--- config.mk ---
export PLATFORM = sky130hd
export DESIGN_NAME = uart_rx_ctrl_param
export DESIGN_NICKNAME = d
export VERILOG_FILES = /design/src/rtl/uart_rx_pkg.sv /design/src/rtl/uart_rx_sampler.sv /design/src/rtl/uart_rx_ctrl_param.sv
export SDC_FILE = /design/constraint.sdc
export NUM_CORES = 1
export LEC_CHECK = 0
export ABC_AREA = 1
export CORE_ASPECT_RATIO = 0.9
export CORE_MARGIN = 1
export CORE_UTILIZATION = 56
export DETAILED_ROUTE_END_ITERATION = 10
export PLACE_DENSITY = 0.79
export SETUP_SLACK_MARGIN = 0.3
export SYNTH_ARGS = -nofsm -noshare
export SYNTH_HDL_FRONTEND = slang
export SYNTH_SLANG_ARGS = --single-unit
--- constraint.sdc ---
create_clock -name CLK -period 2.1 [get_ports CLK]
set_input_delay 0.42 -clock CLK [delete_from_list [all_inputs] [get_ports CLK]]
set_output_delay 0.42 -clock CLK [all_outputs]
set_load 0.02 [all_outputs]
--- src/rtl/uart_rx_pkg.sv ---
// Shared definitions for the UART receive controller:
// FSM encoding, prescale constants and prescale decode.
package uart_rx_pkg;

    typedef enum logic [2:0] {
        ST_IDLE   = 3'd0,
        ST_START  = 3'd1,
        ST_DATA   = 3'd2,
        ST_PARITY = 3'd3,
        ST_STOP   = 3'd4,
        ST_DONE   = 3'd5
    } state_e;

    localparam logic [5:0] PRESC_8  = 6'd8;
    localparam logic [5:0] PRESC_16 = 6'd16;
    localparam logic [5:0] PRESC_32 = 6'd32;

    // Unsupported ratios fall back to x8.
    function automatic logic [5:0] presc_decode(input logic [5:0] p);
        logic [5:0] r;
        case (p)
            PRESC_16: r = PRESC_16;
            PRESC_32: r = PRESC_32;
            default:  r = PRESC_8;
        endcase
        return r;
    endfunction

endpackage

--- src/rtl/uart_rx_sampler.sv ---
// Oversampling edge counter with 3-tap capture around mid-bit
// and a 2-of-3 majority vote.
module uart_rx_sampler
    import uart_rx_pkg::*;
#(
    parameter int EDGE_W = 5
) (
    input  logic       CLK,
    input  logic       RST,
    input  logic       start_i,
    input  logic       run_i,
    input  logic [5:0] presc_i,
    input  logic       rx_i,
    output logic       wrap_o,
    output logic       sample_done_o,
    output logic       vote_o
);

    logic [EDGE_W-1:0] edge_q, edge_d;
    logic [EDGE_W-1:0] last, mid;
    logic [2:0]        tap_q, tap_d;

    assign last = EDGE_W'(presc_i - 6'd1);
    assign mid  = EDGE_W'(presc_i >> 1);

    assign wrap_o        = run_i && (edge_q == last);
    assign sample_done_o = run_i && (edge_q == mid + EDGE_W'(2));
    assign vote_o        = (tap_q[0] & tap_q[1]) |
                           (tap_q[0] & tap_q[2]) |
                           (tap_q[1] & tap_q[2]);

    // Edge 0 of the start bit is spent in IDLE, so a new frame loads 1.
    always_comb begin
        edge_d = '0;
        if (start_i) begin
            edge_d = EDGE_W'(1);
        end else if (run_i) begin
            edge_d = wrap_o ? '0 : edge_q + EDGE_W'(1);
        end
    end

    always_comb begin
        tap_d = tap_q;
        if (run_i) begin
            if (edge_q == mid - EDGE_W'(1)) tap_d[0] = rx_i;
            if (edge_q == mid)              tap_d[1] = rx_i;
            if (edge_q == mid + EDGE_W'(1)) tap_d[2] = rx_i;
        end
    end

    always_ff @(posedge CLK or negedge RST) begin
        if (!RST) begin
            edge_q <= '0;
            tap_q  <= '0;
        end else begin
            edge_q <= edge_d;
            tap_q  <= tap_d;
        end
    end

endmodule

--- src/rtl/uart_rx_ctrl_param.sv ---
// UART receive controller: frame FSM, deserialiser,
// parity/stop checking and registered result pulses.
module uart_rx_ctrl_param
    import uart_rx_pkg::*;
#(
    parameter int DATA_W = 8,
    parameter int EDGE_W = 5
) (
    input  logic              CLK,
    input  logic              RST,
    input  logic              RX_IN,
    input  logic [5:0]        PRESCALE,
    input  logic              PAR_EN,
    input  logic              PAR_TYP,
    input  logic              STOP2,
    output logic [DATA_W-1:0] P_DATA,
    output logic              DATA_VALID,
    output logic              PAR_ERR,
    output logic              STP_ERR,
    output logic              BUSY
);

    state_e            state_q, state_d;
    logic [3:0]        bit_q, bit_d;
    logic [DATA_W-1:0] shift_q, shift_d;
    logic              perr_q, perr_d;
    logic              serr_q, serr_d;
    logic [5:0]        presc_q, presc_d;
    logic              pen_q, pen_d;
    logic              ptyp_q, ptyp_d;
    logic              stop2_q, stop2_d;
    logic [DATA_W-1:0] pdata_q, pdata_d;
    logic              dv_q, dv_d;
    logic              pe_q, pe_d;
    logic              se_q, se_d;

    logic start, run, wrap, sdone, vote;

    assign start = (state_q == ST_IDLE) && !RX_IN;
    assign run   = (state_q == ST_START) || (state_q == ST_DATA) ||
                   (state_q == ST_PARITY) || (state_q == ST_STOP);

    uart_rx_sampler #(
        .EDGE_W(EDGE_W)
    ) u_sampler (
        .CLK           (CLK),
        .RST           (RST),
        .start_i       (start),
        .run_i         (run),
        .presc_i       (presc_q),
        .rx_i          (RX_IN),
        .wrap_o        (wrap),
        .sample_done_o (sdone),
        .vote_o        (vote)
    );

    always_comb begin
        state_d = state_q;
        bit_d   = bit_q;
        shift_d = shift_q;
        perr_d  = perr_q;
        serr_d  = serr_q;
        presc_d = presc_q;
        pen_d   = pen_q;
        ptyp_d  = ptyp_q;
        stop2_d = stop2_q;
        pdata_d = pdata_q;
        dv_d    = 1'b0;
        pe_d    = 1'b0;
        se_d    = 1'b0;
        case (state_q)
            ST_IDLE: begin
                if (!RX_IN) begin
                    state_d = ST_START;
                    presc_d = presc_decode(PRESCALE);
                    pen_d   = PAR_EN;
                    ptyp_d  = PAR_TYP;
                    stop2_d = STOP2;
                    perr_d  = 1'b0;
                    serr_d  = 1'b0;
                    bit_d   = '0;
                end
            end
            ST_START: begin
                if (sdone && vote) begin
                    state_d = ST_IDLE;
                end else if (wrap) begin
                    state_d = ST_DATA;
                    bit_d   = '0;
                end
            end
            ST_DATA: begin
                if (sdone) shift_d = {vote, shift_q[DATA_W-1:1]};
                if (wrap) begin
                    bit_d = bit_q + 4'd1;
                    if (bit_q == 4'(DATA_W - 1)) begin
                        state_d = pen_q ? ST_PARITY : ST_STOP;
                        bit_d   = '0;
                    end
                end
            end
            ST_PARITY: begin
                if (sdone && (vote != (^shift_q ^ ptyp_q))) perr_d = 1'b1;
                if (wrap) begin
                    state_d = ST_STOP;
                    bit_d   = '0;
                end
            end
            ST_STOP: begin
                if (sdone && !vote) serr_d = 1'b1;
                if (wrap) begin
                    if (stop2_q && (bit_q == 4'd0)) bit_d = 4'd1;
                    else                            state_d = ST_DONE;
                end
            end
            ST_DONE: begin
                state_d = ST_IDLE;
                pe_d    = perr_q;
                se_d    = serr_q;
                if (!perr_q && !serr_q) begin
                    dv_d    = 1'b1;
                    pdata_d = shift_q;
                end
            end
            default: state_d = ST_IDLE;
        endcase
    end

    always_ff @(posedge CLK or negedge RST) begin
        if (!RST) begin
            state_q <= ST_IDLE;
            bit_q   <= '0;
            shift_q <= '0;
            perr_q  <= 1'b0;
            serr_q  <= 1'b0;
            presc_q <= PRESC_8;
            pen_q   <= 1'b0;
            ptyp_q  <= 1'b0;
            stop2_q <= 1'b0;
            pdata_q <= '0;
            dv_q    <= 1'b0;
            pe_q    <= 1'b0;
            se_q    <= 1'b0;
        end else begin
            state_q <= state_d;
            bit_q   <= bit_d;
            shift_q <= shift_d;
            perr_q  <= perr_d;
            serr_q  <= serr_d;
            presc_q <= presc_d;
            pen_q   <= pen_d;
            ptyp_q  <= ptyp_d;
            stop2_q <= stop2_d;
            pdata_q <= pdata_d;
            dv_q    <= dv_d;
            pe_q    <= pe_d;
            se_q    <= se_d;
        end
    end

    assign P_DATA     = pdata_q;
    assign DATA_VALID = dv_q;
    assign PAR_ERR    = pe_q;
    assign STP_ERR    = se_q;
    assign BUSY       = (state_q != ST_IDLE);

endmodule

**After elaboration in Yosys (flattened, before gate mapping)**

Cells that the tools add are included.

- Input port bits: 12
- Logic and storage cells: 118
- Register bits after elaboration: 45

- Bitwise operators: 7
- Mux-type cells: 31
- Reduce and logical (&&, ||, !) cells: 32
- Equal/unequal tests: 25
- $add $sub $neg: 6

Operator list:

| cell | count |
|---|---|
| 4-bit two-way mux | 7 |
| 3-bit two-way mux | 9 |
| 5-bit equality test | 5 |
| 4-bit one-hot mux with 5 select lines | 1 |
| 5-bit two-way mux | 3 |
| 3-bit one-hot mux with 5 select lines | 1 |
| 2-bit by 1-bit != test with 1-bit output, second input constant | 7 |
| 6-bit one-hot mux with 2 select lines | 1 |
| 2-bit AND reduction | 6 |
| 5-bit by 1-bit adder with 5-bit output, second input constant | 2 |
| 5-bit by 1-bit subtractor with 5-bit output, second input constant | 2 |
| 1-bit logical AND | 8 |
| 8-bit XOR reduction | 1 |
| 1-bit two-way mux | 7 |
| 7-bit AND reduction | 1 |
| 3-bit by 2-bit equality test with 1-bit output, second input constant | 2 |
| 3-bit equality test, second input constant | 2 |
| 6-bit by 5-bit equality test with 1-bit output, second input constant | 1 |
| 6-bit equality test, second input constant | 1 |
| 2-bit != test, second input constant | 3 |
| 3-bit AND reduction | 2 |
| 6-bit AND reduction | 1 |
| 5-bit by 2-bit adder with 5-bit output, second input constant | 1 |
| 5-bit nonzero test | 1 |
| 16 further kinds | 26 |

**Logic depth before layout (Yosys ltp)**

- Word-level depth: 8
- Mapped depth: 14
- Depth with buffers taken out: 14

**Cells and area by module**

From an unflattened synthesis, not the netlist that was laid out.

- Cell total of the unflattened synthesis: 372
- Area total of the unflattened synthesis: 2,645.0 um^2

Modules (own cells, without submodules):

| module | cells an instance | area each (um^2) | instances |
|---|---|---|---|
| uart_rx_ctrl_param | 216 | 1,716.6 | 1 |
| uart_rx_sampler | 156 | 928.4 | 1 |

**Worst setup path after synthesis**

OpenSTA, ideal clock, no wires.

- Path type: register to register
- Start point: reg presc_q[3]
- End point: reg state_q[0]
- Setup time: 119 ps
- Data arrival time: 1,635 ps
- Data required time: 1,981 ps
- Slack: 346 ps
- Stages on the path, launching flop included: 12
- Cells stage by stage: dfstp_2 > inv_1 > ha_1 > inv_1 > nand2_1 > nand2_1 > nor2_1 > nand3_1 > a21boi_1 > nand2_1 > nand2_1 > nand2_1

- Word-level cells in the longest chain between the ends: 6

Ends and longest elaborated chain:

| what | RTL line | text |
|---|---|---|
| from (decl) | uart_rx_ctrl_param.sv:28 | `logic [5:0] presc_q, presc_d;` |
| from (signal assigned) | uart_rx_ctrl_param.sv:150 | `presc_q <= presc_d;` |
| 5-bit by 2-bit adder with 5-bit output | uart_rx_sampler.sv:27 | `assign sample_done_o = run_i && (edge_q == mid + EDGE_W'(2));` |
| 5-bit equality test | uart_rx_sampler.sv:27 |  |
| 1-bit logical AND | uart_rx_sampler.sv:27 |  |
| 1-bit logical AND | uart_rx_ctrl_param.sv:85 | `if (sdone && vote) begin` |
| 3-bit by 1-bit != test with 1-bit output (no source line) or 3-bit two-way mux (tied branches) | -- |  |
| 7-bit AND reduction (no source line) or 3-bit one-hot mux with 5 select lines (tied branches) | -- |  |
| to (signal assigned) | uart_rx_ctrl_param.sv:145 | `state_q <= state_d;` |
| to (decl) | uart_rx_ctrl_param.sv:23 | `state_e state_q, state_d;` |

Parallel ways exist; a longest one is shown, timed or not.
A chain may end at the register's enable or synchronous reset.

**Worst setup path after layout**

- Start point: reg presc_q[3]
- End point: reg state_q[1]

The elaborated chain is that of the path after synthesis.

==> summary.txt <==
Clock network
  • Clock Sinks: 42
  • Num CTS Buffers: 5
  • Clk slew on worst S/H paths: ~0.080 ns
  • Post-CTS Hold Fix Bufs: 0
  • Worst skew pair latency: around 0.30 ns
  • Root buffer cell: clkbuf_8
  • Maximum clock path buffer count: 2
  • CTS tree: done
  • H-Tree Depth: 2

Timing
  • Fin Clk Skew: 0.00535 ns
  • Fmax achieved: roughly 560 MHz
  • RSZ-0062 raised after global routing: yes
  • Total negative slack: 0 ns
  • Worst-Margin Slew: between 0.5 and 0.6 ns
  • Setup ws final: 0.299 ns
  • Slew HR: between 60 and 70%
  • # setup viols final: 0
  • Fin crit period: roughly 1.8 ns
  • Fin crit share: a little under nine tenths
  • Hold Slack: approximately 0.18 ns
  • Final hold vios: 0
  • Final slew viol count: 0

Final layout
  • Commonest non-fill, non-tap cell in the layout: nand2_1
  • Layout area overhead: 22.5%
  • Nets: 346
  • Most frequent cells in the layout: nand2_1, dfrtp_1, inv_1
  • Diode count: 0
  • Share of layout cells above drive strength 1: between 15 and 20%

Yosys
  • Cell variety after synth: 29
  • Seq/Total Area, Yosys: between 40% and 50%
  • Flop and latch count out of synthesis: 42
  • Post-synth EDFFs: 0
  • Ys flop type: dfrtp_1
  • Synth warn: 0
  • Post-Synthesis Cell Area: 0.00229 mm^2
  • Mean post-synth cell area: 7.88 um^2
  • Async S/R FF share, synth: 100%
  • Syn_nets: between 300 and 400
  • Cells after Synth: just under 300

Setup path
  • Critical path's top delay family: simple AND/OR/NAND/NOR gates
  • WP buf/inv: 3
  • Critical path required time: between 2 and 2.5 ns
  • Crit end category: flop
  • Slowest Stage Delay on Critical Path: roughly 0.54 ns
  • Crit path max fanout: 3
  • RR Startpoint: presc_q[3]$_DFFE_PN1P_
  • Startpoint Class: flop
  • FF-to-FF End: state_q[1]$_DFFE_PN0P_
  • Critical Path AT: roughly 2.0 ns
  • CP max-delay cell: dfstp_2
  • Most used cell, CP: nand2_1
  • Cell depth of the worst flop-to-flop path: 13
  • Worst-path cell chain: inv_2 -> ha_4 -> inv_4 -> nand2_2 -> nand2_2 -> nor2_4 -> nand3_2 -> nand2_1 -> nand2_1 -> inv_1 -> nand4_1 -> nand2_1 -> nand2_1
  • Reg2reg setup slack: 0.30 ns
  • Worst path depth: 13
  • Worst setup path class: flop to flop

Floorplanning
  • CORE AREA: between 0.003 and 0.004 mm^2
  • Rows: 21
  • Die Area: 0.00434 mm^2
  • Die span in x: approximately 70 um
  • Die Span Y: around 63 um
  • Initial Util: ~60%
  • # IOs: 24

Detailed routing
  • Met2 wire length: 2170 um
  • Routed vias: between 1500 and 2000
  • WL met3: 159 um
  • Final wirelength: approximately 4500 um
  • Routed wire per std cell: roughly 12 um
  • M1 WL: 2080 um
  • Antenna viol nets, final: 0
  • Number of vias per cell: 5.17
  • Pre-antenna DRT Iters: 5
  • Top Metal Used: met4
  • DR iter-0 viols: 97
  • DRC Markers: 0

Placed design
  • Port Buf Inserts: 23
  • Hpwl dp: roughly 3200 um
  • Routability cong.: 0.952
  • Worst slack, placed: around 0.21 ns

Global routing
  • Pin count of the biggest net entering global routing: 43
  • Antenna violations before repair: 0
  • Vias in the first global route: 1873
  • Global-route wire length before repair: between 8000 and 9000 um
  • GRT Total Usage: between 20% and 30%
  • GR Overflow Total: 0

Status
  • Status: finished clean

Run
  • Maxcap violations: 0

Min path
  • Min-Delay Path Class: input pin to asynchronous set/reset pin

Power
  • Peak VDD IR: a little over 0.8 mV
  • Pwr/cell area: ~1100 mW/mm^2
  • Static Leakage: 1.33 nW
worst reg2reg max path: cells and delay by family, from the launching register on:
| family | cells | cell delay, ns |
|---|---|---|
| AND/OR/NAND/NOR | 9 | 0.73 |
| flip-flops | 1 | 0.54 |
| adder cells (fa/ha/maj) | 1 | 0.28 |
| buffers and inverters | 3 | 0.15 |
state kept, by name, summed over array words and instances, names as in the netlist:
| signal | count |
|---|---|
| state_q | 3 |
| stop2_q | 1 |
| u_sampler.tap_q | 3 |
| pen_q | 1 |
| shift_q | 8 |
| perr_q | 1 |
| bit_q | 4 |
| u_sampler.edge_q | 5 |
| serr_q | 1 |
| ptyp_q | 1 |
| DATA_VALID | 1 |
| STP_ERR | 1 |
| presc_q | 3 |
| PAR_ERR | 1 |
| P_DATA | 8 |
worst max path at each step:
stage	startpoint	endpoint	slack, ns
finish	presc_q[3]$_DFFE_PN1P_	state_q[1]$_DFFE_PN0P_	0.30
global route	presc_q[3]$_DFFE_PN1P_	state_q[1]$_DFFE_PN0P_	0.22
CTS	state_q[0]$_DFFE_PN0P_	BUSY	0.29
detailed placement	presc_q[3]$_DFFE_PN1P_	state_q[0]$_DFFE_PN0P_	0.21
global placement	presc_q[3]$_DFFE_PN1P_	state_q[0]$_DFFE_PN0P_	0.25
floorplan	presc_q[3]$_DFFE_PN1P_	state_q[0]$_DFFE_PN0P_	0.35
synth_stat cells (all sizes together) (2+ instances only):
cell type   n  share of area (%)
o21ai      35                8.8
dfrtp      41                 45
nor2       22                4.3
nand3      16                3.9
nand2      93                 16
o22ai       2               0.55
nor3        5                1.8
nand3b      2               0.66
xor2        4                1.5
nand4       7                1.9
ha          7                3.8
buf         3                1.3
inv        46                7.6
layer usage:
metal  global-route usage [%]  vias up
li1                         -      990
met1                     30.5      878
met2                     38.2       56
met3                     3.87       10
met4                     9.18        0
met5                        0        -
timing repair:
item | 4_1_cts | 5_1_grt
setup endpoints to repair | 8 | 17
hold endpoints to repair | 0 | 0
setup buffers | 4 | 3
gates resized for setup | 11 | 17
pin swaps | 2 | 6
power by group:
| group | switching [W] | leakage, nW | total (W) | internal (W) |
|---|---|---|---|---|
| Sequential | 0.000124 | 0.561 | 0.00110 | 0.000973 |
| Clock | 0.000283 | 0.0514 | 0.000638 | 0.000355 |
| Combinational | 0.000849 | 0.719 | 0.00139 | 0.000540 |
| Total | 0.00126 | 1.33 | 0.00312 | 0.00187 |
final cells by class:
class / count / area (um^2)
multi-input combinational: 199 / 1100
sequential: 42 / 1050
fill: 302 / 1010
timing repair buffer: 33 / 299
inverter: 46 / 180
clock buffer: 6 / 72.6
tap: 46 / 57.6
clock inverter: 2 / 37.5
logic make-up after synthesis:
| group | count (synthesis) | synth area share, % |
|---|---|---|
| AO/OA/AOI/OAI | 40 | 10.3 |
| XOR/XNOR | 5 | 1.92 |
| adder cells (fa/ha/maj) | 7 | 3.83 |
| buffers and inverters | 49 | 8.87 |
| flip-flops | 42 | 46.0 |
| multiplexers | 1 | 0.493 |
| AND/OR/NAND/NOR | 146 | 28.5 |
per-stage QoR:
stage / area [um^2] / total power (W) / instances / utilization, %
floorplan: 2290 / 0.00194 / 290 / -
global placement: 2560 / 0.00219 / 359 / 67.2
detailed placement: 2560 / 0.00222 / 359 / 67.2
CTS: 2730 / 0.00297 / 371 / 71.7
global route: 2800 / 0.00336 / 374 / 73.5
finish: 2800 / 0.00312 / 374 / 73.5
Note: power is estimated with default switching activity, not from simulation.
